<file path="src/rtl/mmio_pkg.sv">
// ---------------------------------------------------------------------------
// mmio_pkg
// Shared definitions for the memory-mapped bus controller:
//   - bus command encodings seen on mem_cmd
//   - default addresses of the output registers, input ports and status
//   - the decode target enumeration used by the address decoder
// No ports (package).
// ---------------------------------------------------------------------------
package mmio_pkg;

    localparam logic [1:0] MNONE  = 2'b00;
    localparam logic [1:0] MREAD  = 2'b01;
    localparam logic [1:0] MWRITE = 2'b10;

    localparam logic [8:0] DEF_OUT_BASE  = 9'h100;
    localparam logic [8:0] DEF_IN_BASE   = 9'h140;
    localparam logic [8:0] DEF_STAT_ADDR = 9'h17F;

    typedef enum logic [2:0] {
        T_RAM  = 3'd0,
        T_OUT  = 3'd1,
        T_IN   = 3'd2,
        T_STAT = 3'd3,
        T_NONE = 3'd4
    } target_t;

endpackage

</file>
<file path="src/rtl/mmio_in_sync.sv">
// ---------------------------------------------------------------------------
// mmio_in_sync
// One input port: a two-flop synchroniser followed by a change detector with
// a sticky change flag that is cleared by a status read.
// Ports:
//   clk         in   clock
//   reset       in   asynchronous active-high reset
//   async_in    in   PORT_W  raw asynchronous input
//   clear       in   1       clear request for the change flag
//   sync_out    out  PORT_W  synchronised value
//   change_flag out  1       sticky flag, set when sync_out changes
// ---------------------------------------------------------------------------
module mmio_in_sync
    import mmio_pkg::*;
#(
    parameter int PORT_W = 8
) (
    input  logic              clk,
    input  logic              reset,
    input  logic [PORT_W-1:0] async_in,
    input  logic              clear,
    output logic [PORT_W-1:0] sync_out,
    output logic              change_flag
);

    logic [PORT_W-1:0] meta_q;
    logic [PORT_W-1:0] prev_q;
    logic              changed;

    // Two synchroniser stages, plus a third copy holding last cycle's
    // synchronised value so a change can be spotted by comparison.
    always_ff @(posedge clk or posedge reset) begin
        if (reset) begin
            meta_q   <= '0;
            sync_out <= '0;
            prev_q   <= '0;
        end else begin
            meta_q   <= async_in;
            sync_out <= meta_q;
            prev_q   <= sync_out;
        end
    end

    assign changed = (sync_out != prev_q);

    // Sticky flag. A fresh change in the same cycle as a clear request
    // takes priority, so an event is never lost to a status read.
    always_ff @(posedge clk or posedge reset) begin
        if (reset) begin
            change_flag <= 1'b0;
        end else if (changed) begin
            change_flag <= 1'b1;
        end else if (clear) begin
            change_flag <= 1'b0;
        end
    end

endmodule

</file>
<file path="src/rtl/mmio_bus_ctrl.sv">
// ---------------------------------------------------------------------------
// mmio_bus_ctrl
// Memory-mapped bus controller between the cpu memory interface and on-chip
// RAM, output registers, synchronised input ports and a status register.
// All reads complete with a fixed one-cycle latency through a registered path.
// Ports:
//   clk         in   clock
//   reset       in   asynchronous active-high reset
//   mem_cmd     in   2               00 none, 01 read, 10 write, 11 none
//   mem_addr    in   ADDR_W          access address
//   write_data  in   DATA_W          write data
//   read_data   out  DATA_W          registered read data
//   read_valid  out  1               pulse, read_data valid this cycle
//   out_port    out  NUM_OUT*PORT_W  output registers, register i in slice i
//   in_port     in   NUM_IN*PORT_W   asynchronous inputs
//   bus_err     out  1               sticky unmapped-access flag
// ---------------------------------------------------------------------------
module mmio_bus_ctrl
    import mmio_pkg::*;
#(
    parameter int               DATA_W    = 16,
    parameter int               ADDR_W    = 9,
    parameter int               RAM_AW    = 8,
    parameter int               NUM_OUT   = 2,
    parameter int               NUM_IN    = 2,
    parameter int               PORT_W    = 8,
    parameter logic [ADDR_W-1:0] OUT_BASE  = DEF_OUT_BASE,
    parameter logic [ADDR_W-1:0] IN_BASE   = DEF_IN_BASE,
    parameter logic [ADDR_W-1:0] STAT_ADDR = DEF_STAT_ADDR
) (
    input  logic                      clk,
    input  logic                      reset,
    input  logic [1:0]                mem_cmd,
    input  logic [ADDR_W-1:0]         mem_addr,
    input  logic [DATA_W-1:0]         write_data,
    output logic [DATA_W-1:0]         read_data,
    output logic                      read_valid,
    output logic [NUM_OUT*PORT_W-1:0] out_port,
    input  logic [NUM_IN*PORT_W-1:0]  in_port,
    output logic                      bus_err
);

    logic [DATA_W-1:0] ram_mem [0:(1<<RAM_AW)-1];
    logic [DATA_W-1:0] ram_q;

    logic [PORT_W-1:0] out_regs [NUM_OUT];
    logic [PORT_W-1:0] in_sync  [NUM_IN];
    logic [NUM_IN-1:0] change_flags;

    target_t           target;
    logic              out_hit;
    logic              in_hit;
    logic [PORT_W-1:0] out_rd;
    logic [PORT_W-1:0] in_rd;
    logic [NUM_IN:0]   stat_val;
    logic [DATA_W-1:0] rd_next;

    logic              is_read;
    logic              is_write;
    logic              stat_clear;
    logic              err_event;

    logic [DATA_W-1:0] rd_reg;
    logic              rd_sel_ram;

    assign is_read    = (mem_cmd == MREAD);
    assign is_write   = (mem_cmd == MWRITE);
    assign stat_clear = is_read && (target == T_STAT);
    assign err_event  = (is_read || is_write) && (target == T_NONE);
    assign stat_val   = {bus_err, change_flags};

    // Address decode. Each output/input slot is compared individually so
    // the read-back value can be picked with constant indices; the target
    // priority is RAM window, output register, input port, status.
    always_comb begin
        target  = T_NONE;
        out_hit = 1'b0;
        in_hit  = 1'b0;
        out_rd  = '0;
        in_rd   = '0;
        for (int i = 0; i < NUM_OUT; i++) begin
            if (mem_addr == ADDR_W'(OUT_BASE + i)) begin
                out_hit = 1'b1;
                out_rd  = out_regs[i];
            end
        end
        for (int i = 0; i < NUM_IN; i++) begin
            if (mem_addr == ADDR_W'(IN_BASE + i)) begin
                in_hit = 1'b1;
                in_rd  = in_sync[i];
            end
        end
        if (!mem_addr[ADDR_W-1]) begin
            target = T_RAM;
        end else if (out_hit) begin
            target = T_OUT;
        end else if (in_hit) begin
            target = T_IN;
        end else if (mem_addr == STAT_ADDR) begin
            target = T_STAT;
        end
    end

    // Non-RAM read value, zero-extended to the bus width. Unmapped and RAM
    // targets yield zero here; RAM data comes from its own read register.
    always_comb begin
        rd_next = '0;
        case (target)
            T_OUT:   rd_next = DATA_W'(out_rd);
            T_IN:    rd_next = DATA_W'(in_rd);
            T_STAT:  rd_next = DATA_W'(stat_val);
            default: rd_next = '0;
        endcase
    end

    // Single-port RAM with registered read. Contents are deliberately not
    // reset; the read register only updates on a RAM read so it holds its
    // value between reads. A write followed next cycle by a read of the same
    // address naturally returns the new data.
    always_ff @(posedge clk) begin
        if (is_write && (target == T_RAM)) begin
            ram_mem[mem_addr[RAM_AW-1:0]] <= write_data;
        end
        if (is_read && (target == T_RAM)) begin
            ram_q <= ram_mem[mem_addr[RAM_AW-1:0]];
        end
    end

    // Read response path. The request is captured at the edge, valid pulses
    // in the following cycle, and the source selector and captured value
    // only change on a read so read_data holds between reads. Reset drops
    // any pending read.
    always_ff @(posedge clk or posedge reset) begin
        if (reset) begin
            read_valid <= 1'b0;
            rd_reg     <= '0;
            rd_sel_ram <= 1'b0;
        end else begin
            read_valid <= is_read;
            if (is_read) begin
                rd_reg     <= rd_next;
                rd_sel_ram <= (target == T_RAM);
            end
        end
    end

    assign read_data = rd_sel_ram ? ram_q : rd_reg;

    // Output registers load the low PORT_W bits of the write data.
    always_ff @(posedge clk or posedge reset) begin
        if (reset) begin
            for (int i = 0; i < NUM_OUT; i++) begin
                out_regs[i] <= '0;
            end
        end else if (is_write && (target == T_OUT)) begin
            for (int i = 0; i < NUM_OUT; i++) begin
                if (mem_addr == ADDR_W'(OUT_BASE + i)) begin
                    out_regs[i] <= write_data[PORT_W-1:0];
                end
            end
        end
    end

    // Flatten the output registers onto the port, register i in slice i.
    always_comb begin
        out_port = '0;
        for (int i = 0; i < NUM_OUT; i++) begin
            out_port[i*PORT_W +: PORT_W] = out_regs[i];
        end
    end

    // Sticky bus error. An unmapped access in the same cycle as a status
    // read wins over the clear so the error is not lost.
    always_ff @(posedge clk or posedge reset) begin
        if (reset) begin
            bus_err <= 1'b0;
        end else if (err_event) begin
            bus_err <= 1'b1;
        end else if (stat_clear) begin
            bus_err <= 1'b0;
        end
    end

    // One synchroniser and change detector per input port.
    for (genvar g = 0; g < NUM_IN; g++) begin : g_in
        mmio_in_sync #(
            .PORT_W (PORT_W)
        ) u_sync (
            .clk         (clk),
            .reset       (reset),
            .async_in    (in_port[g*PORT_W +: PORT_W]),
            .clear       (stat_clear),
            .sync_out    (in_sync[g]),
            .change_flag (change_flags[g])
        );
    end

endmodule

</file>
<file path="config.mk">
export PLATFORM = sky130hd
export DESIGN_NAME = mmio_bus_ctrl
export DESIGN_NICKNAME = d
export VERILOG_FILES = /design/src/rtl/mmio_pkg.sv /design/src/rtl/mmio_in_sync.sv /design/src/rtl/mmio_bus_ctrl.sv
export SDC_FILE = /design/constraint.sdc
export NUM_CORES = 2
export LEC_CHECK = 0
export CORE_MARGIN = 4
export CORE_UTILIZATION = 50
export DETAILED_ROUTE_END_ITERATION = 6
export PLACE_DENSITY_LB_ADDON = 0.3
export REMOVE_ABC_BUFFERS = 1
export SYNTH_ARGS = -nofsm -noshare
export SYNTH_HDL_FRONTEND = slang
export SYNTH_SLANG_ARGS = --single-unit
</file>
<file path="constraint.sdc">
create_clock -name clk -period 3.7 [get_ports clk]
set_input_delay 1.11 -clock clk [delete_from_list [all_inputs] [get_ports clk]]
set_output_delay 1.11 -clock clk [all_outputs]
set_load 0.005 [all_outputs]
</file>
==> flow_summary_export.csv <==
group,metric,value,unit
synth,yosys_warnings,0,
place,numPortBuffers,78,
die,die_h,574,microns
pwr,leakage,62.9,nW
pwr,pwr-share-seq,52.5,%
place,gp_congestion,0.933,
worst_setup_path,slowest_delay,580,ps
synth,syn_inst,7222,
synth,synth_cell_types,66,
sta,final_max_slew_viol_count,0,
die,die_w,574,microns
worst_setup_path,worstPathBufferInverterCount,4,
place,dp_cells,12429,
cts,tritoncts,"done",
cts,clockBufferDepth,4,
synth,async_flop_share,1.84,%
synth,synth_flop_cell,"edfxtp_1",
grt,grt.total_usage,28.4,%
final_layout,regArea,0.125,sq mm
worst_setup_path,critPathCaptureType,"flop",
routing,drcViolationCount,0,
sta,maxSlewHeadroom,14.9,%
final_layout,fillers,21542,
synth,synth.avg_cell_area,22.2,sq um
routing,dr.first_iter.drc_count,13912,
routing,dr.pass1.iters,6,
pwr,swShare,21.5,%
grt,grt_overflow_total,0,
grt,grt_pass1_wl,661000,microns
routing,via_count,85619,
synth,ys_ff_latch,4189,
synth,synth_edf_count,4112,
pwr,powerDensity,516,mW/mm^2
die,io_pins,79,
synth,synth_top_area_share,77.2,%
sta,worst_slew_pin_slew,1280,ps
pwr,p_clk_share,41.6,%
die,dieArea,0.329,sq mm
synth,synth.most_common_cell,"edfxtp_1",
routing,post_drt_via_cell_ratio,6.49,
worst_setup_path,critPathArrivalTime,4410,ps
synth,synth_common_cells,"edfxtp_1, mux4_2, nor2_1, a22oi_1, mux2i_1",
job,cap_violations,0,
pwr,ir_worst_vdd,0.426,mV
worst_setup_path,crit_fanout,20,
grt,grt_pass1_vias,84416,
routing,drt_wl_total,472000,microns
grt,grt_max_degree,120,
final_layout,largest_reg_flops,4096,
sta,min_period,3660,ps
sta,skew,85.1,ps
synth,yosys-top-cells-area,"edfxtp_1, mux4_2, mux2i_1",
sta,rsz0062_at_grt,"no",
worst_setup_path,cp-start-kind,"primary input",
pwr,combPwrFrac,5.9,%
final_layout,drive_gt1_share,34.0,%
status,outcome,"finished clean",
die,core,0.318,sq mm
cts,cts_root_buffer,"clkbuf_16",
die,initial_core_util,50.3,%
worst_setup_path,path_cells,"buf_16 > buf_12 > buf_12 > mux4_2 > a22o_1 > a221oi_1 > o22ai_1 > o21bai_1 > buf_4 > nand4_1 > a41o_1",
synth,netlist_area,0.160,sq mm
sta,setup_viol,0,
cts,cts.htree.levels,5,
worst_setup_path,critical-path-top-delay-family,"compound AO/OA/AOI/OAI gates",
cts,clk_latency,1000,ps
routing,ant_nets,0,
pwr,p_total,99.5,mW
cts,cts_sinks,4189,
cts,cts_inserted_buffers,409,
die,row_count,207,
worst_hold_path,hold_class,"flop to flop",
grt,antenna_found_initial,33,
final_layout,syn2layout_area_growth,20.4,%
pwr,power.internal,78.1,mW
final_layout,nets,8708,
sta,hold_viol,0,
sta,max_freq,273,MHz
worst_setup_path,crit_top_cell,"buf_12",
worst_setup_path,crit_slowest_cell,"o21bai_1",
pwr,p_switching,21.4,mW
worst_setup_path,critical_path_class,"primary input to flop",
cts,path_clk_slew,60,ps
synth,yosysTopAreaCell,"edfxtp_1",
place,dp_hpwl,307000,microns
final_layout,fin_cells,13196,
sta,fin_crit_sh,98.9,%
worst_setup_path,cp.required,4450,ps
synth,yosysSeqAreaShare,78.4,%
final_layout,multi_input_area,0.0327,sq mm
routing,avgRoutedWirePerCell,35.8,microns
-- stage by stage --
stage / worst slack [ps] / cell area [sq um] / utilization (%) / hold WS [ps] / setup TNS (ps)
2_1_floorplan: -2030 / 158000 / - / 331 / -2830520
3_3_place_gp: -1240 / 179000 / 56.3 / 340 / -129890
3_5_place_dp: -1250 / 179000 / 56.3 / 335 / -143890
4_1_cts: 12.7 / 193000 / 60.5 / 332 / 0
5_1_grt: 28.1 / 193000 / 60.5 / 353 / 0
6_report: 39.6 / 193000 / 60.5 / 349 / 0
-- layout make-up --
| class | instances | area share [%] |
|---|---|---|
| Inverter | 9 | 0.0208 |
| Timing Repair Buffer | 1444 | 8.32 |
| Antenna cell | 12 | 0.0156 |
| Clock buffer | 501 | 5.58 |
| Multi-Input combinational cell | 2608 | 17.0 |
| Sequential cell | 4189 | 65.1 |
| Clock inverter | 253 | 1.31 |
| Tap cell | 4180 | 2.71 |
-- worst paths after layout --
kind / from / end / slack (ps) / depth (start not counted)
max: mem_addr[0] / ram_q[8]$_DFFE_PP_ / 40 / 11
min: g_in[0].u_sync.meta_q[5]$_DFF_PP0_ / g_in[0].u_sync.sync_out[5]$_DFF_PP0_ / 350 / 0
max reg2reg: ram_mem[43][8]$_DFFE_PP_ / ram_q[8]$_DFFE_PP_ / 510 / 8
min reg2reg: g_in[0].u_sync.meta_q[5]$_DFF_PP0_ / g_in[0].u_sync.sync_out[5]$_DFF_PP0_ / 350 / 0
max in group asynchronous: reset / g_in[0].u_sync.prev_q[5]$_DFF_PP0_ / 2460 / 3
min in group asynchronous: reset / g_in[1].u_sync.meta_q[5]$_DFF_PP0_ / 530 / 2
-- timing repair --
item                                    in CTS  in global routing
hold buffers                                 0                  0
buffers inserted                             1                  0
endpoints found under the setup margin      18                  1
gates resized for setup                     12                  1
-- power by group through the flow --
stage / Combinational, mW / Clock, mW / Sequential, mW
floorplan: 1.79 / 0 / 53.2
global placement: 5.64 / 0 / 53.2
detailed placement: 5.75 / 0 / 53.2
CTS: 5.79 / 41.8 / 52.2
global route: 6.04 / 44.0 / 52.2
finish: 5.87 / 41.4 / 52.2
-- routing by layer --
metal / vias to the layer above / track usage (%) / routed length (microns)
li1: 33488 / - / -
met1: 45349 / 39.8 / 173000
met2: 5933 / 43.3 / 218000
met3: 831 / 7.68 / 59800
met4: 18 / 10.6 / 21200
met5: - / 0 / 120
-- cells in the final DEF, fill, tap and decap left out, types with 14 or more instances in the layout --
| master | count |
|---|---|
| nor2b_1 | 16 |
| mux4_2 | 967 |
| nand2_1 | 134 |
| clkbuf_8 | 19 |
| nor2_1 | 287 |
| o22ai_1 | 79 |
| dfrtp_1 | 76 |
| a21oi_1 | 125 |
| o21ai_0 | 30 |
| clkbuf_16 | 416 |
| a22oi_1 | 280 |
| buf_4 | 974 |
| buf_12 | 392 |
| clkbuf_1 | 82 |
| clkdlybuf4s50_1 | 53 |
| clkinv_1 | 103 |
| clkinvlp_4 | 16 |
| nand2b_1 | 14 |
| nor2_2 | 44 |
| nand2_2 | 16 |
| nor4_1 | 27 |
| nand4_1 | 17 |
| xor2_1 | 16 |
| bufinv_16 | 41 |
| nand3_1 | 65 |
| clkinv_2 | 66 |
| edfxtp_1 | 4112 |
| a221oi_1 | 23 |
| a211oi_1 | 18 |
| mux2_2 | 41 |
| mux2i_1 | 253 |
-- cell families after synthesis --
| kind of cell | after synthesis | share of synthesized area (%) |
|---|---|---|
| AO/OA/AOI/OAI | 639 | 2.76 |
| adder cells (fa/ha/maj) | 2 | 0.0156 |
| buffers and inverters | 425 | 1.39 |
| AND/OR/NAND/NOR | 690 | 1.91 |
| XOR/XNOR | 16 | 0.0876 |
| flip-flops | 4189 | 78.4 |
| multiplexers | 1261 | 15.5 |
-- worst reg2reg max path, cell delays in order, from the launching register on --
cell and delay [ps]:
edfxtp_1 370, mux4_2 490, a22o_1 290, a221oi_1 450
o22ai_1 250, o21bai_1 590, buf_4 210, nand4_1 90
a41o_1 220
Power figures use the tool's default switching activity.
